## config.mk

```make
export PLATFORM = sky130hd
export DESIGN_NAME = multicycle_control_unit
export DESIGN_NICKNAME = d
export VERILOG_FILES = /design/src/rtl/mcu_pkg.sv /design/src/rtl/mcu_alu_decode.sv /design/src/rtl/multicycle_control_unit.sv
export SDC_FILE = /design/constraint.sdc
export NUM_CORES = 1
export LEC_CHECK = 0
export BUFFER_PORTS_ARGS = -buffer_cell sky130_fd_sc_hd__buf_2
export CORE_UTILIZATION = 54
export DETAILED_ROUTE_END_ITERATION = 10
export MAX_ROUTING_LAYER = met4
export PLACE_DENSITY = 0.9
export SYNTH_ARGS = -nofsm -noshare
export SYNTH_HDL_FRONTEND = slang
export SYNTH_SLANG_ARGS = --single-unit
```

## constraint.sdc

```tcl
create_clock -name clk -period 4 [get_ports clk]
set_input_delay 0.4 -clock clk [delete_from_list [all_inputs] [get_ports clk]]
set_output_delay 0.4 -clock clk [all_outputs]
set_load 0.02 [all_outputs]
```

## src/rtl/mcu_pkg.sv

```systemverilog
// mcu_pkg: opcodes, ALU operation codes, FSM state encoding and the
// registered control-word layout shared by the multi-cycle control unit.
package mcu_pkg;

    localparam logic [6:0] OP_R   = 7'b0110011;
    localparam logic [6:0] OP_LW  = 7'b0000011;
    localparam logic [6:0] OP_SW  = 7'b0100011;
    localparam logic [6:0] OP_BEQ = 7'b1100011;
    localparam logic [6:0] OP_IMM = 7'b0010011;

    localparam logic [3:0] ALU_AND = 4'b0000;
    localparam logic [3:0] ALU_OR  = 4'b0001;
    localparam logic [3:0] ALU_ADD = 4'b0010;
    localparam logic [3:0] ALU_SUB = 4'b0110;
    localparam logic [3:0] ALU_BAD = 4'b1111;

    typedef enum logic [3:0] {
        S_FETCH  = 4'd0,
        S_DECODE = 4'd1,
        S_EXEC_R = 4'd2,
        S_ALUWB  = 4'd3,
        S_MEMADR = 4'd4,
        S_MEMRD  = 4'd5,
        S_MEMWB  = 4'd6,
        S_MEMWR  = 4'd7,
        S_BRANCH = 4'd8,
        S_TRAP   = 4'd9,
        S_EXEC_I = 4'd10
    } state_t;

    // Moore part of the outputs, registered alongside the state.
    typedef struct packed {
        logic [3:0] aluop;
        logic       alusrc;
        logic       memtoread;
        logic       memwrite;
        logic       memtoreg;
        logic       regwrite;
        logic       pcsrc;
        logic       illegal;
    } ctrl_t;

    localparam ctrl_t CTRL_IDLE = '{aluop: ALU_ADD, default: 1'b0};

endpackage

```

## src/rtl/mcu_alu_decode.sv

```systemverilog
// mcu_alu_decode: maps {funct7[5], funct3, is_imm} to an ALU operation
// code and a legality flag. Purely combinational.
import mcu_pkg::*;

module mcu_alu_decode (
    input  logic       funct7_5,
    input  logic [2:0] funct3,
    input  logic       is_imm,
    output logic [3:0] aluop,
    output logic       legal
);

    always_comb begin
        aluop = ALU_BAD;
        legal = 1'b0;
        if (is_imm) begin
            // Immediate forms have no subtract, so funct7 is ignored.
            case (funct3)
                3'b000:  begin aluop = ALU_ADD; legal = 1'b1; end
                3'b110:  begin aluop = ALU_OR;  legal = 1'b1; end
                3'b111:  begin aluop = ALU_AND; legal = 1'b1; end
                default: begin aluop = ALU_BAD; legal = 1'b0; end
            endcase
        end else begin
            case ({funct7_5, funct3})
                4'b1000: begin aluop = ALU_SUB; legal = 1'b1; end
                4'b0000: begin aluop = ALU_ADD; legal = 1'b1; end
                4'b0110: begin aluop = ALU_OR;  legal = 1'b1; end
                4'b0111: begin aluop = ALU_AND; legal = 1'b1; end
                default: begin aluop = ALU_BAD; legal = 1'b0; end
            endcase
        end
    end

endmodule

```

## src/rtl/multicycle_control_unit.sv

```systemverilog
// multicycle_control_unit: RV32 multi-cycle FSM sequencer with memory
// handshake, trap state and retired-instruction counter.
// Optional macro MCU_IMM_ARITH_EN enables the OP-IMM (addi/ori/andi) path.
import mcu_pkg::*;

module multicycle_control_unit #(
    parameter int WIDTH   = 32,
    parameter int ALUOP_W = 4,
    parameter int CNT_W   = 32
) (
    input  logic               clk,
    input  logic               rst_n,
    input  logic [WIDTH-1:0]   instruction,
    input  logic               zero,
    input  logic               mem_ready,
    output logic [ALUOP_W-1:0] aluop,
    output logic               pcwrite,
    output logic               pcsrc,
    output logic               irwrite,
    output logic               alusrc,
    output logic               memtoread,
    output logic               memwrite,
    output logic               memtoreg,
    output logic               regwrite,
    output logic               illegal,
    output logic [3:0]         state,
    output logic [CNT_W-1:0]   instret
);

    state_t     st;
    state_t     nxt;
    ctrl_t      ctrl;
    ctrl_t      nxt_ctrl;
    logic       retire;
    logic [6:0] opcode;
    logic       is_imm;
    logic [3:0] dec_aluop;
    logic       dec_legal;
    logic       unused_bits;

    assign opcode      = instruction[6:0];
    assign is_imm      = (opcode == OP_IMM);
    assign unused_bits = ^{instruction[WIDTH-1:31], instruction[29:15], instruction[11:7]};

    mcu_alu_decode u_alu_decode (
        .funct7_5 (instruction[30]),
        .funct3   (instruction[14:12]),
        .is_imm   (is_imm),
        .aluop    (dec_aluop),
        .legal    (dec_legal)
    );

    always_comb begin
        nxt    = st;
        retire = 1'b0;
        case (st)
            S_FETCH:  if (mem_ready) nxt = S_DECODE;
            S_DECODE: begin
                case (opcode)
                    OP_R:         nxt = S_EXEC_R;
                    OP_LW, OP_SW: nxt = S_MEMADR;
                    OP_BEQ:       nxt = S_BRANCH;
`ifdef MCU_IMM_ARITH_EN
                    OP_IMM:       nxt = S_EXEC_I;
`endif
                    default:      nxt = S_TRAP;
                endcase
            end
            S_EXEC_R: nxt = dec_legal ? S_ALUWB : S_TRAP;
`ifdef MCU_IMM_ARITH_EN
            S_EXEC_I: nxt = dec_legal ? S_ALUWB : S_TRAP;
`endif
            S_ALUWB:  begin nxt = S_FETCH; retire = 1'b1; end
            S_MEMADR: nxt = (opcode == OP_SW) ? S_MEMWR : S_MEMRD;
            S_MEMRD:  if (mem_ready) nxt = S_MEMWB;
            S_MEMWB:  begin nxt = S_FETCH; retire = 1'b1; end
            S_MEMWR:  if (mem_ready) begin nxt = S_FETCH; retire = 1'b1; end
            S_BRANCH: begin nxt = S_FETCH; retire = 1'b1; end
            S_TRAP:   nxt = S_TRAP;
            default:  nxt = S_FETCH;
        endcase
    end

    // Control word for the state being entered, so outputs stay Moore
    // while coming straight from flops.
    always_comb begin
        nxt_ctrl = CTRL_IDLE;
        case (nxt)
            S_FETCH:  nxt_ctrl.memtoread = 1'b1;
            S_EXEC_R: nxt_ctrl.aluop     = dec_aluop;
`ifdef MCU_IMM_ARITH_EN
            S_EXEC_I: begin
                nxt_ctrl.aluop  = dec_aluop;
                nxt_ctrl.alusrc = 1'b1;
            end
`endif
            S_ALUWB:  begin
                nxt_ctrl.aluop    = ctrl.aluop;
                nxt_ctrl.alusrc   = ctrl.alusrc;
                nxt_ctrl.regwrite = 1'b1;
            end
            S_MEMADR: nxt_ctrl.alusrc = 1'b1;
            S_MEMRD:  begin
                nxt_ctrl.memtoread = 1'b1;
                nxt_ctrl.alusrc    = 1'b1;
            end
            S_MEMWB:  begin
                nxt_ctrl.memtoreg = 1'b1;
                nxt_ctrl.regwrite = 1'b1;
            end
            S_MEMWR:  begin
                nxt_ctrl.memwrite = 1'b1;
                nxt_ctrl.alusrc   = 1'b1;
            end
            S_BRANCH: begin
                nxt_ctrl.aluop = ALU_SUB;
                nxt_ctrl.pcsrc = 1'b1;
            end
            S_TRAP:   begin
                nxt_ctrl.aluop   = ALU_BAD;
                nxt_ctrl.illegal = 1'b1;
            end
            default:  nxt_ctrl = CTRL_IDLE;
        endcase
    end

    always_ff @(posedge clk or negedge rst_n) begin
        if (!rst_n) begin
            st      <= S_FETCH;
            ctrl    <= '{aluop: ALU_ADD, memtoread: 1'b1, default: 1'b0};
            instret <= '0;
        end else begin
            st   <= nxt;
            ctrl <= nxt_ctrl;
            if (retire) instret <= instret + CNT_W'(1);
        end
    end

    // Enables are masked by rst_n so nothing fires while reset is held,
    // even though the FETCH state itself is already loaded.
    assign aluop     = ALUOP_W'(ctrl.aluop);
    assign alusrc    = ctrl.alusrc    & rst_n;
    assign memtoread = ctrl.memtoread & rst_n;
    assign memwrite  = ctrl.memwrite  & rst_n;
    assign memtoreg  = ctrl.memtoreg  & rst_n;
    assign regwrite  = ctrl.regwrite  & rst_n;
    assign pcsrc     = ctrl.pcsrc     & rst_n;
    assign illegal   = ctrl.illegal   & rst_n;
    assign irwrite   = rst_n & (st == S_FETCH) & mem_ready;
    assign pcwrite   = rst_n & (((st == S_FETCH) & mem_ready) | ((st == S_BRANCH) & zero));
    assign state     = st;

endmodule

```

==> run metrics, run 1 <==
vias in the first global route=1,858; root buffer cell=clkbuf_8; CTS buffer count=5; Bufs and invs on worst path=4; final wirelength=5.09 mm; Final min period=2.45 ns; Slowest Stage Delay on Critical Path=0.52 ns; Slew headroom=64.7%; Syn Nets=271; pin count of the biggest net entering global routing=39; worst-path fanout max=38; first-pass GRT wire length=8.74 mm; most frequent cells in the layout=63 x buf_2, 45 x dfrtp_1, 27 x xnor2_1, 25 x nand2_1, 13 x nor2_1; Netlist cell types=54; Layout Nets=330; reg2reg start=state[0]; area of the mapped netlist=2500 sq um; worst hold slack=0.435 ns; Overall Global Routing Usage=23.4%; Slew @ Worst Pin=0.525 ns; CP most frequent cell=buf_2; Cell Chain, Critical Path=dlygate4sd3_1 -> buf_2 -> buf_4 -> and2_1 -> buf_2; postcts setup bufs=0; clk_skew=0.00787 ns; antenna violations before repair=0; sequential area share after synthesis=47.2%; Tcrit/Tclk final=61.3%; crit path DAT=2.05 ns; routed wire length per instance=14.7 um; DR DRC count=0; Area Overhead vs Synth=17.2%; most common cell after layout, fill and taps aside=buf_2; DIE AREA=4900 sq um; Port-buffer cells=63; total grt overflow=0; power density of the placed cells=476 nW/um^2; io pins=85; syn_area_per_cell=10.7 sq um; die width=70.0 um; unrepaired setup endpoints after global routing=false; fmax=408 MHz; CP max stage cell=dlygate4sd3_1; final setup fails=0; Slew Limit Fails=0; Multi-input gate area=1190 sq um; Setup CP Type=in -> out; hold path startpoint=mem_ready; max_cap viols=0; Register Area=1180 sq um; setup TNS=0 ns; core area=4380 sq um; die outline height=70.0 um; CP startpoint=rst_n; # diodes=0; GP Congestion=0.873; Reg clk slew, reported paths=0.08 ns; Synth Warn #=0; clock latency on the worst-skew pair=0.31 ns; Initial Utilization=56.9%; CTS resizes=0; Final ANT Viol Nets=0; DRT Pass-1 Iters=4; FILL cells=337; CTS Buffer Depth=2; Via density=5.58; area leader, netlist=dfrtp_1; Worst EP required=3.60 ns; Mapped Cells=234; H-tree depth=2; Vias=1,931; crit start category=input pin; final hold violation count=0; DRT iter0 DRCs=168; kind of cell adding the most delay to the critical path=buffers and inverters; area share of the largest cell type after synthesis=45.1%; CP Capture Type=primary output; share of cells above drive strength 1=32.0%; overall power=1390 uW; HP Class=in -> reg; #FFs+latches synth=47; ys async rst share=100%; CTS Hold Bufs=1; Max VDD drop=301 uV; CTS tree=built; hpwl dp=3.87 mm; LEAKAGE=0.00138 uW; row count=24; top cells by area, synth=dfrtp_1 45%, xnor2_1 9.5%, nand2_1 3.8%, nand3_1 2.4%, and2_1 2.3%; EDFF count, synth=0; CTS Sinks=47; status=finished clean; main flop type after synthesis=dfrtp_1
per-stage QoR:
| stage | cells | worst slack, ns | cell area (sq um) | util [%] |
|---|---|---|---|---|
| after CTS | 346 | 1.48 | 2930 | 66.7 |
| after floorplan | 234 | 2.06 | 2500 | - |
| after detailed placement | 337 | 1.69 | 2790 | 63.7 |
| after global placement | 337 | 1.74 | 2790 | 63.7 |
| final | 346 | 1.55 | 2930 | 66.7 |
| after global routing | 346 | 1.34 | 2930 | 66.7 |
cell type report:
cell class              instances  share of cell area (%)
clock buffers                   6                    2.82
clock inverters                 2                    1.33
repair buffers                 65                    11.4
flip-flops and latches         47                    40.3
well taps                      52                    2.22
inverters                      10                    1.28
multi-input cells             164                    40.7
sequential cells by signal, summed over array words and instances, names as in the netlist:
register and count:
aluop 4, state 4, ctrl 7, instret 32
metal layers:
layer | track usage (%) | vias to the layer above | part of all wire (%)
met5 | - | - | 0
met4 | 8.89 | 0 | 2.4
met3 | 4.18 | 11 | 4.5
met2 | 37.5 | 68 | 49
met1 | 29.6 | 933 | 45
li1 | - | 919 | -
worst min-delay path, cell delays in order:
cell and delay [ns]:
buf_2 0.13, nand2_1 0.11, nor3_1 0.07
synthesized netlist by cell type, drive strengths merged (5+ instances only):
cell and number:
inv 10, buf 11, dfrtp 45, nand2 25, nand2b 6, xor2 5, nand3 13, nor3 9
xnor2 27, and2 9, nor2 14, nand4 9
logic make-up (layout without fill, tap and decap cells):
| family | count (synthesis) | in the layout | synth area share [%] |
|---|---|---|---|
| compound gates | 24 | 24 | 9.02 |
| flops | 47 | 47 | 47.2 |
| simple gates | 106 | 106 | 26.5 |
| mux | 1 | 1 | 0.451 |
| buf+inv | 23 | 83 | 5.11 |
| fa+ha+maj | 1 | 1 | 0.501 |
| xor+xnor | 32 | 32 | 11.2 |
path summary, 6_finish.rpt:
| kind | cells after the start | slack (ns) | to |
|---|---|---|---|
| setup / recovery | 5 | 1.55 | memtoreg |
| min in group asynchronous | 2 | 0.53 | ctrl[6] |
| setup reg to reg | 6 | 1.65 | instret[18] |
| max in group asynchronous | 3 | 2.70 | ctrl[5] |
| hold reg to reg | 2 | 0.49 | aluop[1] |
| hold / removal | 3 | 0.43 | ctrl[3] |
power breakdown:
part	switching (uW)	internal [uW]	total [uW]
registers	90.2	544	634
clock network	164	206	369
logic	229	159	388
Power figures use the tool's default switching activity.
==> run 2, diff against run 1 <==
--- a/config.mk
+++ b/config.mk
@@ -6,10 +6,10 @@
 export NUM_CORES = 1
 export LEC_CHECK = 0
 export BUFFER_PORTS_ARGS = -buffer_cell sky130_fd_sc_hd__buf_2
-export CORE_UTILIZATION = 54
+export CORE_UTILIZATION = 50
 export DETAILED_ROUTE_END_ITERATION = 10
 export MAX_ROUTING_LAYER = met4
-export PLACE_DENSITY = 0.9
+export PLACE_DENSITY = 0.85
 export SYNTH_ARGS = -nofsm -noshare
 export SYNTH_HDL_FRONTEND = slang
 export SYNTH_SLANG_ARGS = --single-unit
==> constraint.sdc (replaced) <==
create_clock -name clk -period 2.4 [get_ports clk]
set_input_delay 0.24 -clock clk [delete_from_list [all_inputs] [get_ports clk]]
set_output_delay 0.24 -clock clk [all_outputs]
set_load 0.02 [all_outputs]
==> run 2 against run 1 <==
Net effect: non-clock buffer count rose by 2; final area rose by 0.51%; first-iteration DRC count shrank 50%; sequential share of layout area fell by 0.21 points; register-to-register slack worse by 1.4 ns; critical path depth up 1; global-route usage down 1.8 points; clock-buffer cell count unchanged; worst hold slack worse by 0.13 ns; final cell count grew 4.6%; critical path type is now reg -> reg.
==> run metrics, run 2 (synthesis results as in run 1) <==
vias in the first global route=1,835 (was 1,858); io pins=85 (unchanged); Slowest Stage Delay on Critical Path=0.51 ns (was 0.52 ns); final wirelength=5.05 mm (was 5.09 mm); clock latency on the worst-skew pair=0.31 ns (about the same); GP Congestion=0.911 (was 0.873); Setup CP Type=reg -> reg (was in -> out); FILL cells=393 (was 337); Worst EP required=2.59 ns (was 3.60 ns); DIE AREA=5280 sq um (was 4900 sq um); setup TNS=0 ns (unchanged); max reg flops=32 (unchanged); Area Overhead vs Synth=17.8% (was 17.2%); Via density=5.41 (was 5.58); die width=72.7 um (was 70.0 um); worst-path fanout max=10 (was 38); hpwl dp=3.82 mm (was 3.87 mm); DR DRC count=0 (unchanged); final setup margin=0.290 ns (was 1.55 ns); Port-buffer cells=63 (unchanged); Slew Limit Fails=0 (unchanged); pin count of the biggest net entering global routing=27 (was 39); fmax=474 MHz; Slew headroom=65.7% (was 64.7%); postcts setup bufs=0 (unchanged); crit path DAT=2.30 ns (was 2.05 ns); CTS resizes=0 (unchanged); Overall Global Routing Usage=21.5% (was 23.4%); CTS Sinks=47 (unchanged); die outline height=72.7 um (was 70.0 um); unrepaired setup endpoints after global routing=false (unchanged); Tcrit/Tclk final=87.9%; Cell Chain, Critical Path=nand2b_4 -> a21boi_1 -> o31ai_4 -> nor3b_2 -> nand4_1 -> xnor2_1 (was dlygate4sd3_1 -> buf_2 -> buf_4 -> and2_1 -> buf_2); root buffer cell=clkbuf_8 (unchanged); biggest regs=instret: 32 flops, ctrl: 7 flops (unchanged); final hold violation count=0 (unchanged); DRT iter0 DRCs=84 (was 168); CTS Buffer Depth=2 (unchanged); antenna violations before repair=0 (unchanged); crit start category=register (was input pin); # diodes=0 (unchanged); CP Capture Type=register (was primary output); share of cells above drive strength 1=31.9% (was 32.0%); kind of cell adding the most delay to the critical path=simple AND/OR/NAND/NOR gates (was buffers and inverters); Final ANT Viol Nets=0 (unchanged); most frequent cells in the layout=63 x buf_2, 45 x dfrtp_1, 27 x xnor2_1, 25 x nand2_1, 13 x nor2_1 (unchanged); clk_skew=0.0156 ns (was 0.00787 ns); DRT Pass-1 Iters=4 (unchanged); routed wire length per instance=13.9 um (was 14.7 um); Max VDD drop=384 uV (was 301 uV); row count=25 (was 24); power density of the placed cells=770 nW/um^2 (was 476 nW/um^2); most common cell after layout, fill and taps aside=buf_2 (unchanged); total grt overflow=0 (unchanged); Bufs and invs on worst path=0 (was 4); Vias=1,960 (was 1,931); Top reg by flops=instret (unchanged); core area=4750 sq um (was 4380 sq um); Initial Utilization=52.5% (was 56.9%); status=finished clean (unchanged); CP max stage cell=nor3b_2 (was dlygate4sd3_1); Post-Place Worst Slack=0.291 ns (was 1.69 ns); CTS buffer count=5 (unchanged); LEAKAGE=0.00138 uW (about the same); final setup fails=0 (unchanged); H-tree depth=2 (unchanged); max_cap viols=0 (unchanged); CTS tree=built (unchanged); Reg clk slew, reported paths=0.09 ns (was 0.08 ns); Layout Nets=332 (was 330); Final min period=2.11 ns; first-pass GRT wire length=8.41 mm (was 8.74 mm); Slew @ Worst Pin=0.515 ns (was 0.525 ns); HP Class=in -> reg (unchanged)
## run 2: changes by cell type in the layout (fill, tap and decap cells not counted), sizes merged
cell,before,now
inv,11,10
buf,64,66
## run 2: report_power, final
part | leakage, uW | total [uW] | internal [uW] | switching (uW)
combinational | 0.000739 | 656 | 275 | 381
clock | 0.0000513 | 558 | 305 | 252
sequential | 0.000591 | 1050 | 907 | 143
total | 0.00138 | 2260 | 1490 | 777
## run 2: tightest hold or removal path: stages
cell	delay, ns
buf_2	0.12
a21oi_1	0.16
a22oi_1	0.09
## run 2: cell type report
type                    instances  area [sq um]  area share, %
clock buffers                   6          72.6           2.47
clock inverters                 1          30.0           1.02
inverters                      10          37.5           1.28
multi-input cells             164          1190           40.5
flip-flops and latches         47          1180           40.1
well taps                      67          83.8           2.85
repair buffers                 67           348           11.8
## run 2: timing repair
action                                  4_1_cts  5_1_grt
hold endpoints to repair                     15        0
endpoints found under the setup margin        0        0
hold buffers                                  1        0
## run 2: path summary, 6_finish.rpt
kind,from,endpoint,slack [ns],depth (start not counted)
min,instruction[30],aluop[1],0.31,3
max,state[0],instret[14],0.29,6
min in group asynchronous,rst_n,aluop[2],0.43,2
max in group asynchronous,rst_n,instret[24],1.29,3
max reg2reg,state[0],instret[14],0.29,6
min reg2reg,instret[31],instret[31],0.47,1
## run 2: per-layer routing
metal	wire length (um)	track usage, %
met1	2200	27.0
met2	2540	34.4
met3	218	3.18
met4	89	10.2
met5	0	-
## run 2: through the flow
| stage | cells | utilization [%] | total power (uW) | instance area [sq um] | hold WS (ns) |
|---|---|---|---|---|---|
| after global placement | 354 | 59.5 | 1700 | 2830 | 0.221 |
| after global routing | 362 | 61.8 | 2390 | 2940 | 0.334 |
| after detailed placement | 354 | 59.5 | 1730 | 2830 | 0.230 |
| after floorplan | 234 | - | 1560 | 2500 | -0.0556 |
| final | 362 | 61.8 | 2260 | 2940 | 0.306 |
| after CTS | 362 | 61.8 | 2280 | 2940 | 0.308 |
